File: config.mk
export PLATFORM = sky130hd
export DESIGN_NAME = int8to16_stream
export DESIGN_NICKNAME = d
export VERILOG_FILES = /design/src/rtl/int_conv_pkg.sv /design/src/rtl/int8to16_seg_decode.sv /design/src/rtl/int8to16_stream.sv
export SDC_FILE = /design/constraint.sdc
export NUM_CORES = 1
export LEC_CHECK = 0
export BUFFER_PORTS_ARGS = -buffer_cell sky130_fd_sc_hd__buf_4
export CAP_MARGIN = 15
export CELL_PAD_IN_SITES_DETAIL_PLACEMENT = 1
export CELL_PAD_IN_SITES_GLOBAL_PLACEMENT = 1
export CORE_ASPECT_RATIO = 1.5
export CORE_MARGIN = 1
export CORE_UTILIZATION = 30
export CTS_CLUSTER_DIAMETER = 200
export DETAILED_ROUTE_END_ITERATION = 7
export PLACE_DENSITY_LB_ADDON = 0.1
export RECOVER_POWER = 50
export REMOVE_ABC_BUFFERS = 1
export SETUP_SLACK_MARGIN = 0.4
export SLEW_MARGIN = 10
export SYNTH_ARGS = -nofsm -noshare
export SYNTH_HDL_FRONTEND = slang
export SYNTH_SLANG_ARGS = --single-unit
File: constraint.sdc
create_clock -name iclk -period 5 [get_ports iclk]
set_input_delay 1 -clock iclk [delete_from_list [all_inputs] [get_ports iclk]]
set_output_delay 1 -clock iclk [all_outputs]
set_load 0.1 [all_outputs]
File: src/rtl/int_conv_pkg.sv
// -----------------------------------------------------------------------------
// int_conv_pkg
//   Types and codebook constants shared by the 16->8 activation compressor and
//   the 8->16 expander (int8to16_stream).
//   The piecewise-log codebook has seven shift-add segments (s0..s6). Codes 254
//   and 255 map to explicit full-scale constants.
// -----------------------------------------------------------------------------
package int_conv_pkg;

    typedef logic [7:0]  code8_t;
    typedef logic [15:0] val16_t;

    localparam int LOG_SEGS = 8;

    // First code of each segment. Entry 7 covers the two constant codes.
    localparam code8_t LOG_CODE_BASE [LOG_SEGS] = '{
        8'd0, 8'd128, 8'd192, 8'd224, 8'd240, 8'd248, 8'd252, 8'd254
    };

    // Output value of the first code in each segment.
    localparam val16_t LOG_VAL_BASE [LOG_SEGS] = '{
        16'd0, 16'd128, 16'd256, 16'd512, 16'd1024, 16'd2048, 16'd4096, 16'h8000
    };

    // Step size between codes in a segment, as a left shift.
    localparam logic [3:0] LOG_SHIFT [LOG_SEGS] = '{
        4'd0, 4'd1, 4'd3, 4'd5, 4'd7, 4'd9, 4'd11, 4'd0
    };

    localparam val16_t LOG_FULL_SCALE = 16'hFFFF;
    localparam val16_t LOG_C254_VAL   = 16'h8000;

    // Decoded form of one code. The pipeline's second stage computes
    // base + (offset << shift). When special is set, base alone is the result.
    typedef struct packed {
        logic [2:0] seg;
        val16_t     offset;
        logic [3:0] shift;
        val16_t     base;
        logic       special;
    } seg_dec_t;

    // Segment index of a code. The segment bases rise monotonically, so the
    // last base that the code reaches gives the segment.
    function automatic logic [2:0] log_seg(input code8_t c);
        logic [2:0] s;
        s = 3'd0;
        for (int i = 1; i < LOG_SEGS; i++) begin
            if (c >= LOG_CODE_BASE[i]) s = i[2:0];
        end
        return s;
    endfunction

endpackage

File: src/rtl/int8to16_seg_decode.sv
// -----------------------------------------------------------------------------
// int8to16_seg_decode
//   Combinational decode of an 8-bit activation code into the operands of the
//   final add: {seg, offset, shift, base, special}.
//   "lin": the product code*255 is placed in offset, with base 0 and shift 0.
//   "log": segment lookup from the shared codebook. Codes 254 and 255 are
//          constants and set the special flag.
// Ports
//   i_code  in   8   activation code
//   o_dec   out  seg_dec_t  decoded operands
// -----------------------------------------------------------------------------
module int8to16_seg_decode
    import int_conv_pkg::*;
#(
    parameter string pTYPE_OF_TRANSFOR = "lin"
) (
    input  code8_t   i_code,
    output seg_dec_t o_dec
);

    generate
        if (pTYPE_OF_TRANSFOR == "lin") begin : g_lin
            always_comb begin
                o_dec        = '0;
                o_dec.offset = {8'd0, i_code} * 16'd255;
            end
        end else if (pTYPE_OF_TRANSFOR == "log") begin : g_log
            logic [2:0] w_seg;
            assign w_seg = log_seg(i_code);

            always_comb begin
                o_dec     = '0;
                o_dec.seg = w_seg;
                if (i_code == 8'hFF) begin
                    o_dec.base    = LOG_FULL_SCALE;
                    o_dec.special = 1'b1;
                end else if (i_code == 8'hFE) begin
                    o_dec.base    = LOG_C254_VAL;
                    o_dec.special = 1'b1;
                end else begin
                    o_dec.base   = LOG_VAL_BASE[w_seg];
                    o_dec.shift  = LOG_SHIFT[w_seg];
                    o_dec.offset = {8'd0, i_code - LOG_CODE_BASE[w_seg]};
                end
            end
        end else begin : g_bad
            $error("int8to16_seg_decode: pTYPE_OF_TRANSFOR must be \"lin\" or \"log\"");
            assign o_dec = '0;
        end
    endgenerate

endmodule

File: src/rtl/int8to16_stream.sv
// -----------------------------------------------------------------------------
// int8to16_stream
//   Streaming expander from 8-bit activation codes to 16-bit values. It is the
//   inverse of the 16->8 activation compressor.
//   2-stage pipeline with a valid/ready handshake on each side:
//     S1 registers the decoded operands of the code and its last flag.
//     S2 registers odata = base + (offset << shift) and olast.
//   With no stall, ovalid rises 2 cycles after the input is accepted, and the
//   block accepts one code per cycle.
// Ports
//   iclk    in   1        clock (posedge)
//   irst    in   1        synchronous active-high reset
//   ivalid  in   1        input code valid
//   idata   in   8        input code
//   ilast   in   1        last code of a frame (qualified by ivalid)
//   oready  out  1        input accepted this cycle (combinational from iready)
//   ovalid  out  1        output valid
//   odata   out  16       expanded value
//   olast   out  1        frame end, aligned with odata
//   iready  in   1        downstream ready
//   ocount  out  pCNT_W   output handshakes in the current frame, including
//                         the one taking place this cycle
// -----------------------------------------------------------------------------
module int8to16_stream
    import int_conv_pkg::*;
#(
    parameter string pTYPE_OF_TRANSFOR = "lin",
    parameter int    pCNT_W            = 16
) (
    input  logic              iclk,
    input  logic              irst,
    input  logic              ivalid,
    input  logic [7:0]        idata,
    input  logic              ilast,
    output logic              oready,
    output logic              ovalid,
    output logic [15:0]       odata,
    output logic              olast,
    input  logic              iready,
    output logic [pCNT_W-1:0] ocount
);

    localparam int STAGES = 2;

    // Valid bits of the two pipeline stages. Index = stage number.
    logic [STAGES:1]   r_vld_pipe;
    seg_dec_t          r_s1;
    logic              r_s1_last;
    logic [15:0]       r_odata;
    logic              r_olast;
    logic [pCNT_W-1:0] r_cnt;

    seg_dec_t          w_dec;
    logic              w_s1_en;
    logic              w_s2_en;
    logic              w_out_hs;
    logic [16:0]       w_sum;
    logic [pCNT_W-1:0] w_cnt_inc;
    logic              w_unused_seg;

    int8to16_seg_decode #(
        .pTYPE_OF_TRANSFOR (pTYPE_OF_TRANSFOR)
    ) u_dec (
        .i_code (idata),
        .o_dec  (w_dec)
    );

    // A stage may load when it is empty or when its content moves on in the
    // same cycle. Because of this, a full pipeline still accepts a code every
    // cycle while iready is high.
    assign w_s2_en = !r_vld_pipe[2] || iready;
    assign w_s1_en = !r_vld_pipe[1] || w_s2_en;
    assign oready  = w_s1_en;

    // The sum is 17 bits wide. The codebook never produces a result above
    // 16 bits, so only the low 16 bits are kept.
    assign w_sum = r_s1.special ? {1'b0, r_s1.base}
                                : {1'b0, r_s1.base} + ({1'b0, r_s1.offset} << r_s1.shift);

    // The segment index is carried for debug visibility only.
    assign w_unused_seg = ^r_s1.seg;

    assign w_out_hs  = r_vld_pipe[2] && iready;
    assign w_cnt_inc = (&r_cnt) ? r_cnt : r_cnt + {{(pCNT_W-1){1'b0}}, 1'b1};

    always_ff @(posedge iclk) begin
        if (irst) begin
            r_vld_pipe <= '0;
            r_s1       <= '0;
            r_s1_last  <= 1'b0;
            r_odata    <= '0;
            r_olast    <= 1'b0;
            r_cnt      <= '0;
        end else begin
            if (w_s1_en) begin
                r_vld_pipe[1] <= ivalid;
                r_s1          <= w_dec;
                r_s1_last     <= ilast && ivalid;
            end
            if (w_s2_en) begin
                r_vld_pipe[2] <= r_vld_pipe[1];
                // A bubble does not overwrite the data, so odata keeps its last value.
                if (r_vld_pipe[1]) begin
                    r_odata <= w_sum[15:0];
                    r_olast <= r_s1_last;
                end
            end
            if (w_out_hs) begin
                r_cnt <= r_olast ? '0 : w_cnt_inc;
            end
        end
    end

    assign ovalid = r_vld_pipe[2];
    assign odata  = r_odata;
    assign olast  = r_olast;
    // During a handshake, the count already includes the sample being taken.
    assign ocount = w_out_hs ? w_cnt_inc : r_cnt;

endmodule

==> results of run 1 <==
## logic make-up (layout without fill, tap and decap cells)
group	after synthesis	in the layout	synth area share, %
AOI/OAI and AO/OA	84	84	12.53
xor gates and xnor gates	22	22	4.823
adders and majority gates	67	67	26.43
buffers and inverters	82	132	7.798
DFF	52	52	26.06
muxes	5	5	1.315
and+or+nand+nor	165	165	21.05
## cells in the final DEF (no fill, tap or decap), drive strengths merged, types with 4 or more instances in the layout
cell    instances
inv            64
nand4           6
xor2           12
nor3            7
ha             38
a22oi           6
or3             7
a21oi          42
dfxtp          52
clkbuf         23
o21ai          16
fa             29
nor4b           4
a211oi          5
xnor2          10
nand3           9
and2            8
nand2          76
buf            41
nor4            5
nor2           27
nor2b           5
## registers in the layout, indices dropped and copies added, names as in the netlist
register,flops
r_s1_last,1
r_s1,16
olast,1
odata,16
r_vld_pipe,2
r_cnt,16
## metal layers
layer  wire [um]  up-vias
met1        3954     1632
li1            -     1669
met3         161        9
met4         133        0
met2        5919       38
met5           0        -
## final cells by class
class                           instances  area share [%]
Multi-Input combinational cell        343           56.75
Sequential cell                        52           21.63
Timing Repair Buffer                   59           7.876
Inverter                               65           5.147
Tap cell                              159           4.133
Clock buffer                            5           2.599
Clock inverter                          3           1.872
## cell usage after synthesis (8+ instances only)
library cell                n
sky130_fd_sc_hd__clkbuf_1  11
sky130_fd_sc_hd__nand3_1    9
sky130_fd_sc_hd__nand2_1   75
sky130_fd_sc_hd__and2_1     8
sky130_fd_sc_hd__nor2_1    26
sky130_fd_sc_hd__a21oi_1   42
sky130_fd_sc_hd__o21ai_0   16
sky130_fd_sc_hd__inv_1     65
sky130_fd_sc_hd__xor2_1    12
sky130_fd_sc_hd__fa_1      29
sky130_fd_sc_hd__xnor2_1   10
sky130_fd_sc_hd__dfxtp_1   52
sky130_fd_sc_hd__ha_1      38
## metrics by stage
step                      util (%)  power, W
after global placement       34.93  0.001684
final                        36.98  0.002326
after detailed placement     34.93  0.001710
after global routing         36.98  0.002550
after CTS                    36.88  0.002279
after floorplan                  -  0.001424
## timing repair
action | CTS | global route
buffers inserted | 2 | 1
pin swaps | 5 | 9
resized for setup | 6 | 16
gates cloned | 0 | 0
endpoints found under the setup margin | 4 | 6
## power breakdown
group,switching [W],internal [W]
clock,0.000159,0.000338
combinational,0.000747,0.000575
sequential,0.0000297,0.000478
## critical path, delay by kind of cell
kind / cells / cell delay, ns
buffers and inverters: 3 / 0.23
adder cells (fa/ha/maj): 5 / 2.50
AND/OR/NAND/NOR: 2 / 0.23
AO/OA/AOI/OAI: 3 / 0.76
## worst paths after layout
kind	slack [ns]	cells past startpoint	to	from
max	0.46	13	r_s1[32]$_SDFFE_PP0P_	idata[4]
min	0.45	2	r_s1[27]$_SDFFE_PP0P_	r_s1[27]$_SDFFE_PP0P_
max reg2reg	2.74	7	r_cnt[0]$_SDFFE_PP0P_	r_cnt[0]$_SDFFE_PP0P_
min reg2reg	0.45	2	r_s1[27]$_SDFFE_PP0P_	r_s1[27]$_SDFFE_PP0P_
==> results.sh, run 1 <==
export IMPL_num_fill_cells=1582
export IMPL_clkLatencyLatePin_ns=0.29
export IMPL_grt_max_degree=52
export IMPL_fmax_ghz=0.2201
export IMPL_core_area_sq_um=13020
export IMPL_drt_initial_drc_count=104
export IMPL_path_cells="buf_4 > fa_1 > fa_1 > fa_1 > inv_1 > fa_1 > inv_1 > ha_1 > o2111ai_2 > a21oi_2 > nand2b_4 > nor4b_1 > a211o_1"
export IMPL_worstPathArrival_ns=4.73
export IMPL_slowest_stage="sky130_fd_sc_hd__fa_1"
export IMPL_worst_setup_path_type="primary input to register"
export IMPL_placement_rows=51
export IMPL_globalRouteOverflowTotal=0
export IMPL_timing_clock_skew_ns=0.006171
export IMPL_power_density_cell_area_nw_per_um2=483.3
export IMPL_hold_violations=0
export IMPL_clkTransAtPathRegs_ns=0.07
export IMPL_crit_path_frequent_cell="sky130_fd_sc_hd__fa_1"
export IMPL_fp_dieArea_sq_um=13790
export IMPL_postSynth_asyncResetShare_pct=0
export IMPL_peak_per_stage_delay_on_the_critical_path_ns=0.55
export IMPL_outcome="finished with violations"
export IMPL_flow_area_growth_from_synthesis_pct=20.48
export IMPL_n_antenna_cell=0
export IMPL_ant_nets=0
export IMPL_groute_usage_overall_pct=15.92
export IMPL_yosys_cell_types_count=48
export IMPL_grt_met1_usage_pct=16.04
export IMPL_setup_viol_count_final=0
export IMPL_place_worst_setup_slack_ns=-0.04119
export IMPL_floorplan_die_height_um=143.3
export IMPL_routedWlPerCell_um=14.82
export IMPL_vias_per_cell=4.880
export IMPL_timing_critical_path_from_type="primary input"
export IMPL_synth_seq_area_share_pct=26.06
export IMPL_clock_tree_buffer_depth=2
export IMPL_fraction_of_synthesized_cell_area_taken_by_the_top_area_cell_type_pct=26.06
export IMPL_worst_pin_slew_ns=2.356
export IMPL_grt_antenna_before_repair=0
export IMPL_global_route_met3_utilization_pct=1.111
export IMPL_synth_edff_count=0
export IMPL_fin_worst_hold_slack_ns=0.4522
export IMPL_floorplan_die_width_um=96.22
export IMPL_clockRootBuffer="sky130_fd_sc_hd__clkbuf_16"
export IMPL_fin_tns_setup_ns=0
export IMPL_endpoint_kind="register"
export IMPL_required_ns=5.19
export IMPL_drc=0
export IMPL_initial_core_util_pct=30.69
export IMPL_ys_ff_latch=52
export IMPL_postCtsHoldBufs=0
export IMPL_clock_sinks=52
export IMPL_multi_input_combinational_cell_area_sq_um=2731
export IMPL_synth_area_leaders="sky130_fd_sc_hd__dfxtp_1, sky130_fd_sc_hd__fa_1, sky130_fd_sc_hd__ha_1"
export IMPL_finish_instance_area_sq_um=4813
export IMPL_cts_buffers=5
export IMPL_port_buffer_count=47
export IMPL_violations="capacitance limit, slew limit"
export IMPL_synth_ff_type="sky130_fd_sc_hd__dfxtp_1"
export IMPL_crit_path_max_fanout=4
export IMPL_placed_cells_incl_taps=675
export IMPL_grt_setup_unrepaired="yes"
export IMPL_use_met2_pct=32.77
export IMPL_timing_final_ws_setup_ns=0.4565
export IMPL_tritoncts="yes"
export IMPL_syn_avg_cell_area_sq_um=8.375
export IMPL_period_minus_slack_ns=4.543
export IMPL_netlist_instances=477
export IMPL_max_cap_viol_count=1
export IMPL_fin_crit_sh_pct=90.87
export IMPL_detailedRoute_firstPassIterationCount=4
export IMPL_grt_pass1_wl_mm=16.94
export IMPL_drive_gt1_share_pct=14.80
export IMPL_wirelength_mm=10.17
export IMPL_mappedNetlistArea_sq_um=3995
export IMPL_maxSlewHeadroom_pct=-57.08
export IMPL_vias=3348
export IMPL_yosys_warnings=0
export IMPL_power_ir_vdd_worst_mv=0.1405
export IMPL_gpl_final_weighted_congestion=0.8238
export IMPL_report_final_slew_viol_count=52
export IMPL_placement_cell_area_sq_um=4547
export IMPL_post_layout_nonfiller_instances=686
export IMPL_grt_max_usage_layer="met2"
export IMPL_htree_levels=2
export IMPL_finish_net_count=606
export IMPL_seq_area_sq_um=1041
export IMPL_timing_hold_worst_class="register to register"
export IMPL_leakage_nw=2.171
export IMPL_detailed_placer_s_ending_hpwl_mm=8.370
export IMPL_number_of_global_route_vias_before_repair=3508
export IMPL_i_o_pins=48
export IMPL_synth_area_leader_cell="sky130_fd_sc_hd__dfxtp_1"
No activity file was read; power rests on OpenSTA's default activity.
==> run 2: changes to the inputs <==
CORE_UTILIZATION = 40   (was 30)
==> results.sh, run 2 (synthesis results as in run 1) <==
export IMPL_outcome="finished with violations"
export IMPL_violations="capacitance limit, slew limit"
export IMPL_most_frequent_cells_in_the_layout="sky130_fd_sc_hd__nand2_1, sky130_fd_sc_hd__inv_1, sky130_fd_sc_hd__dfxtp_1"
export IMPL_initial_core_util_pct=41.23
export IMPL_final_core_utilization_pct=48.57
export IMPL_setup_worst_path_start="idata[4]"
export IMPL_worst_setup_path_type="primary input to register"
export IMPL_fin_worst_hold_slack_ns=0.4498
export IMPL_fp_dieArea_sq_um=10400
export IMPL_grt_max_degree=52
export IMPL_grt_setup_unrepaired="no"
export IMPL_crit_path_frequent_cell="sky130_fd_sc_hd__fa_1"
export IMPL_max_cap_viol_count=1
export IMPL_report_final_slew_viol_count=52
export IMPL_p_sw_w=0.0009797
export IMPL_ant_nets=0
export IMPL_slowest_stage="sky130_fd_sc_hd__fa_1"
export IMPL_floorplan_die_height_um=124.4
export IMPL_power_density_cell_area_nw_per_um2=480.9
export IMPL_power_internal_w=0.001283
export IMPL_critical_path_reg2reg_endpoint="r_cnt[6]$_SDFFE_PP0P_"
export IMPL_flow_area_growth_from_synthesis_pct=17.79
export IMPL_worstPathBufferInverterCount=3
export IMPL_comb_power_share_pct=63.5
export IMPL_finish_net_count=604
export IMPL_wirelength_mm=9.845
export IMPL_required_ns=5.18
export IMPL_post_layout_nonfiller_instances=637
export IMPL_vias_per_cell=5.229
export IMPL_timing_hold_worst_start="r_s1[33]$_SDFFE_PP0P_"
export IMPL_clkLatencyLatePin_ns=0.29
export IMPL_clock_sinks=52
export IMPL_htree_levels=2
export IMPL_routedWlPerCell_um=15.46
export IMPL_endpoint_kind="register"
export IMPL_tritoncts="yes"
export IMPL_crit_reg2reg_launch="r_cnt[0]$_SDFFE_PP0P_"
export IMPL_worst_pin_slew_ns=2.283
export IMPL_timing_final_ws_setup_ns=0.4374
export IMPL_switching_share_pct=43.29
export IMPL_clkTransAtPathRegs_ns=0.06
export IMPL_timing_clock_skew_ns=0.002529
export IMPL_peak_per_stage_delay_on_the_critical_path_ns=0.59
export IMPL_number_of_global_route_vias_before_repair=3482
export IMPL_cts_buffers=5
export IMPL_detailed_placer_s_ending_hpwl_mm=7.972
export IMPL_path_cells="buf_4 > fa_1 > fa_1 > fa_1 > inv_1 > fa_1 > inv_1 > ha_2 > o2111ai_2 > a21oi_2 > nand2b_4 > nor4b_2 > a211o_1"
export IMPL_n_antenna_cell=0
export IMPL_num_fill_cells=1187
export IMPL_postCtsHoldBufs=0
export IMPL_fin_crit_sh_pct=91.25
export IMPL_reg2reg_slack_ns=2.80
export IMPL_worstPathArrival_ns=4.74
export IMPL_clockRootBuffer="sky130_fd_sc_hd__clkbuf_16"
export IMPL_clock_tree_buffer_depth=2
export IMPL_mostFrequentLayoutCell="sky130_fd_sc_hd__nand2_1"
export IMPL_floorplan_die_width_um=83.60
export IMPL_leakage_nw=2.131
export IMPL_critPathCapture="r_s1[32]$_SDFFE_PP0P_"
export IMPL_crit_path_max_fanout=4
export IMPL_detailedRoute_firstPassIterationCount=4
export IMPL_place_worst_setup_slack_ns=-0.1252
export IMPL_placed_cells_incl_taps=629
export IMPL_gpl_final_weighted_congestion=0.8703
export IMPL_drc=0
export IMPL_setup_viol_count_final=0
export IMPL_globalRouteOverflowTotal=0
export IMPL_port_buffer_count=47
export IMPL_timing_critical_path_depth=13
export IMPL_r2r_cells=7
export IMPL_grt_antenna_before_repair=0
export IMPL_fmax_ghz=0.2192
export IMPL_sequentialPowerShare_pct=22.4
export IMPL_period_minus_slack_ns=4.563
export IMPL_hold_violations=0
export IMPL_drt_initial_drc_count=67
export IMPL_groute_usage_overall_pct=19.93
export IMPL_cp_top_delay_family="adder cells"
export IMPL_core_area_sq_um=9689
export IMPL_i_o_pins=48
export IMPL_drive_gt1_share_pct=14.94
export IMPL_timing_hold_worst_class="register to register"
export IMPL_placement_rows=44
export IMPL_grt_pass1_wl_mm=16.61
export IMPL_clock_power_share_pct=14.0
export IMPL_timing_critical_path_from_type="primary input"
export IMPL_maxSlewHeadroom_pct=-52.19
export IMPL_power_ir_vdd_worst_mv=0.2404
export IMPL_vias=3331
==> run 2: worst min-delay path by stage <==
stage,endpoint,slack (ns),cells after the start
global placement,odata[7]$_SDFFE_PP0P_,0.44,2
finish,odata[12]$_SDFFE_PP0P_,0.45,2
CTS,odata[12]$_SDFFE_PP0P_,0.45,2
detailed placement,odata[12]$_SDFFE_PP0P_,0.44,2
floorplan,odata[11]$_SDFFE_PP0P_,0.42,2
global route,odata[6]$_SDFFE_PP0P_,0.47,2
==> run 2: stage by stage <==
stage          area (sq um)  setup TNS (ns)  power, W
6_report               4706               0  0.002263
4_1_cts                4616               0  0.002051
3_3_place_gp           4477        -0.02524  0.001656
3_5_place_dp           4477         -0.1907  0.001702
5_1_grt                4706               0  0.002481
2_1_floorplan          3928        -0.06325  0.001424
==> run 2: per-layer routing <==
metal / GRT usage (%) / share of wire [%] / vias to the layer above
met5: 0 / 0 / -
met4: 6.979 / 1.8 / 0
met3: 2.121 / 1.7 / 11
met2: 40.65 / 58 / 39
met1: 20.13 / 38 / 1622
li1: - / - / 1659
==> run 2: power groups by stage <==
stage,Sequential (W),Clock (W),Combinational [W]
after floorplan,0.000588,0,0.000836
after global placement,0.000515,0,0.00114
after detailed placement,0.000517,0,0.00118
after CTS,0.000508,0.000329,0.00121
after global routing,0.000516,0.000344,0.00162
final,0.000507,0.000318,0.00144
==> run 2: final cells by class <==
class	count	area (sq um)	share of cell area (%)
Inverter	65	247.7	5.265
Tap cell	115	143.9	3.058
Clock buffer	5	125.1	2.659
Sequential cell	52	1041	22.12
Timing Repair Buffer	57	364.1	7.737
Multi-Input combinational cell	343	2784	59.16
==> run 2: what timing repair did <==
item                                    in CTS  in global routing
gates cloned                                 0                  0
pin swaps                                    0                 15
gates resized for setup                      4                 28
endpoints found under the setup margin       4                  6
setup buffers                                0                  3
==> run 2: worst register-to-register path, stage by stage (launching register included) <==
cell and delay, ns:
sky130_fd_sc_hd__dfxtp_1 0.45, sky130_fd_sc_hd__ha_1 0.30, sky130_fd_sc_hd__inv_1 0.08, sky130_fd_sc_hd__nor3_1 0.57, sky130_fd_sc_hd__nand2b_1 0.25, sky130_fd_sc_hd__nor2_1 0.17, sky130_fd_sc_hd__xor2_1 0.20, sky130_fd_sc_hd__and2_1 0.14
==> run 3: changes to the inputs <==
ABC_AREA = 1   (was unset)
CORE_UTILIZATION = 39   (was 40)
==> results.sh, run 3 <==
export IMPL_outcome="complete, no violations"
export IMPL_leakage_nw=2.709
export IMPL_groute_usage_overall_pct=21.91
export IMPL_wirelength_mm=11.67
export IMPL_floorplan_die_width_um=88.62
export IMPL_most_frequent_cells_in_the_layout="sky130_fd_sc_hd__nand2_1, sky130_fd_sc_hd__inv_1, sky130_fd_sc_hd__nor2_1"
export IMPL_synth_compound_area_share_pct=7.896
export IMPL_worstPathArrival_ns=4.65
export IMPL_post_synth_xor_area_fraction_pct=2.395
export IMPL_report_final_slew_viol_count=0
export IMPL_synth_area_in_adders_pct=24.06
export IMPL_detailed_placer_s_ending_hpwl_mm=9.664
export IMPL_synth_area_leader_cell="sky130_fd_sc_hd__dfxtp_1"
export IMPL_routedWlPerCell_um=14.10
export IMPL_grt_max_degree=32
export IMPL_fin_crit_sh_pct=88.92
export IMPL_vias_per_cell=4.872
export IMPL_flow_area_growth_from_synthesis_pct=13.51
export IMPL_timing_critical_path_from_type="primary input"
export IMPL_tritoncts="yes"
export IMPL_required_ns=5.20
export IMPL_fp_dieArea_sq_um=11690
export IMPL_main_combinational_cell_family_by_area_after_synthesis="simple AND/OR/NAND/NOR gates"
export IMPL_maxSlewHeadroom_pct=22.17
export IMPL_floorplan_die_height_um=131.9
export IMPL_postSynth_asyncResetShare_pct=0
export IMPL_clock_tree_buffer_depth=2
export IMPL_drive_gt1_share_pct=9.398
export IMPL_netlist_instances=633
export IMPL_fin_tns_setup_ns=0
export IMPL_worst_pin_slew_ns=1.167
export IMPL_placement_rows=47
export IMPL_fraction_of_synthesized_cell_area_taken_by_the_top_area_cell_type_pct=23.72
export IMPL_cts_buffers=5
export IMPL_mostFrequentLayoutCell="sky130_fd_sc_hd__nand2_1"
export IMPL_finish_instance_area_sq_um=4982
export IMPL_htree_levels=2
export IMPL_number_of_global_route_vias_before_repair=4300
export IMPL_synth_ff_type="sky130_fd_sc_hd__dfxtp_1"
export IMPL_hold_violations=0
export IMPL_synth_most_common_cell="sky130_fd_sc_hd__nand2_1"
export IMPL_period_minus_slack_ns=4.446
export IMPL_yosys_cell_types_count=33
export IMPL_worst_setup_path_type="primary input to register"
export IMPL_max_cap_viol_count=0
export IMPL_port_buffer_count=47
export IMPL_globalRouteOverflowTotal=0
export IMPL_ant_nets=0
export IMPL_clkTransAtPathRegs_ns=0.08
export IMPL_synth_edff_count=0
export IMPL_power_ir_vdd_worst_mv=0.2607
export IMPL_clockRootBuffer="sky130_fd_sc_hd__clkbuf_16"
export IMPL_grt_antenna_before_repair=0
export IMPL_synth_area_leaders="sky130_fd_sc_hd__dfxtp_1, sky130_fd_sc_hd__fa_1, sky130_fd_sc_hd__nand2_1"
export IMPL_power_total_w=0.002230
export IMPL_core_area_sq_um=11000
export IMPL_crit_reg2reg_launch="r_vld_pipe[2]$_SDFFE_PP0N_"
export IMPL_timing_clock_skew_ns=0.008983
export IMPL_setup_viol_count_final=0
export IMPL_post_synthesis_simple_gate_area_fraction_pct=28.62
export IMPL_fmax_ghz=0.2249
export IMPL_clkLatencyLatePin_ns=0.30
export IMPL_i_o_pins=48
export IMPL_grt_pass1_wl_mm=19.69
export IMPL_clock_sinks=52
export IMPL_synth_mux_area_fraction_pct=0
export IMPL_timing_hold_worst_start="r_s1_last$_SDFFE_PP0P_"
export IMPL_endpoint_kind="register"
export IMPL_placement_cell_area_sq_um=4852
export IMPL_syn_avg_cell_area_sq_um=6.934
export IMPL_ys_top_cells_by_count="sky130_fd_sc_hd__nand2_1, sky130_fd_sc_hd__inv_1, sky130_fd_sc_hd__nor2_1"
export IMPL_drc=0
export IMPL_grt_setup_unrepaired="yes"
export IMPL_power_density_cell_area_nw_per_um2=447.7
export IMPL_drt_initial_drc_count=72
export IMPL_initial_core_util_pct=39.91
export IMPL_num_fill_cells=1497
export IMPL_setup_worst_path_start="idata[6]"
export IMPL_synth_seq_area_share_pct=23.72
export IMPL_timing_hold_worst_class="register to register"
export IMPL_n_antenna_cell=0
export IMPL_gpl_final_weighted_congestion=0.8361
export IMPL_ys_ff_latch=52
export IMPL_detailedRoute_firstPassIterationCount=4
export IMPL_postCtsHoldBufs=0
export IMPL_crit_path_max_fanout=5
export IMPL_yosys_warnings=0
export IMPL_finish_net_count=760
export IMPL_mappedNetlistArea_sq_um=4389
export IMPL_vias=4034
-- run 3: cell count changes after synthesis, sizes merged, moves of 6 or more --
cell and delta:
and2 -6, nand2 +73, nand3 +25, or3 -7, nor2 +60, o21ai +20
inv +69, a22oi -6, a21oi -17
-- run 3: layout make-up --
type / count / area, sq um / share of cell area, %
clock buffer: 5 / 125.1 / 2.511
clock inverter: 3 / 22.52 / 0.4520
inverter: 134 / 514.2 / 10.32
multi-input combinational: 433 / 2769 / 55.58
sequential: 52 / 1041 / 20.89
tap: 147 / 183.9 / 3.692
timing repair buffer: 54 / 326.6 / 6.554
-- run 3: logic make-up (layout without fill, tap and decap cells) --
| kind of cell | count (synthesis) | count (layout) |
|---|---|---|
| and+or+nand+nor | 290 | 290 |
| buffers and inverters | 148 | 196 |
| adders and majority gates | 67 | 67 |
| AOI/OAI and AO/OA | 64 | 64 |
| DFF | 52 | 52 |
| xor gates and xnor gates | 12 | 12 |
-- run 3: per-layer routing --
metal  vias to the layer above  track usage [%]  routed length [um]
met5                         -                0                   0
met4                         0            8.513                 405
met3                        24            2.880                 199
met2                        43            45.30                6957
met1                      1953            20.10                4111
li1                       2014                -                   -
-- run 3: report_power, final --
part / internal (W) / switching (W) / total (W) / leakage [nW]
logic: 0.000478 / 0.000891 / 0.00137 / 2.21
registers: 0.000474 / 0.0000292 / 0.000504 / 0.427
clock network: 0.000188 / 0.000170 / 0.000358 / 0.0742
-- run 3: per-stage QoR --
stage | worst slack, ns | cells | hold slack, ns | util, %
2_1_floorplan | 0.6042 | 619 | 0.4357 | -
3_3_place_gp | 0.3269 | 814 | 0.4539 | 44.12
3_5_place_dp | 0.2663 | 814 | 0.4567 | 44.12
4_1_cts | 0.5946 | 822 | 0.4678 | 45.47
5_1_grt | 0.3336 | 828 | 0.4845 | 45.31
6_report | 0.5538 | 828 | 0.4646 | 45.31
-- run 3: worst paths after layout --
kind	end	slack, ns	depth (start not counted)
worst min-delay path	r_s1_last$_SDFFE_PP0P_	0.46	2
worst max register to register	r_s1[25]$_SDFFE_PP0P_	2.76	6
worst min register to register	r_s1_last$_SDFFE_PP0P_	0.46	2
worst max-delay path	r_s1[36]$_SDFFE_PP0P_	0.55	20
-- run 3: critical path: stages --
cell and delay [ns]:
sky130_fd_sc_hd__buf_4 0.12, sky130_fd_sc_hd__clkinvlp_4 0.14, sky130_fd_sc_hd__fa_1 0.53, sky130_fd_sc_hd__inv_1 0.07, sky130_fd_sc_hd__fa_1 0.53, sky130_fd_sc_hd__inv_1 0.06
sky130_fd_sc_hd__fa_1 0.48, sky130_fd_sc_hd__fa_1 0.56, sky130_fd_sc_hd__inv_1 0.04, sky130_fd_sc_hd__ha_1 0.36, sky130_fd_sc_hd__nand2_2 0.11, sky130_fd_sc_hd__inv_1 0.04
sky130_fd_sc_hd__nand2_1 0.10, sky130_fd_sc_hd__nand2_1 0.07, sky130_fd_sc_hd__nand2_1 0.08, sky130_fd_sc_hd__nand3_1 0.08, sky130_fd_sc_hd__nand2_1 0.07, sky130_fd_sc_hd__nand3_1 0.07
sky130_fd_sc_hd__nand2_1 0.10, sky130_fd_sc_hd__inv_1 0.04
-- run 3: what timing repair did --
action	in CTS	in global routing
setup endpoints to repair	0	3
gates resized for setup	0	5
setup buffers	0	6
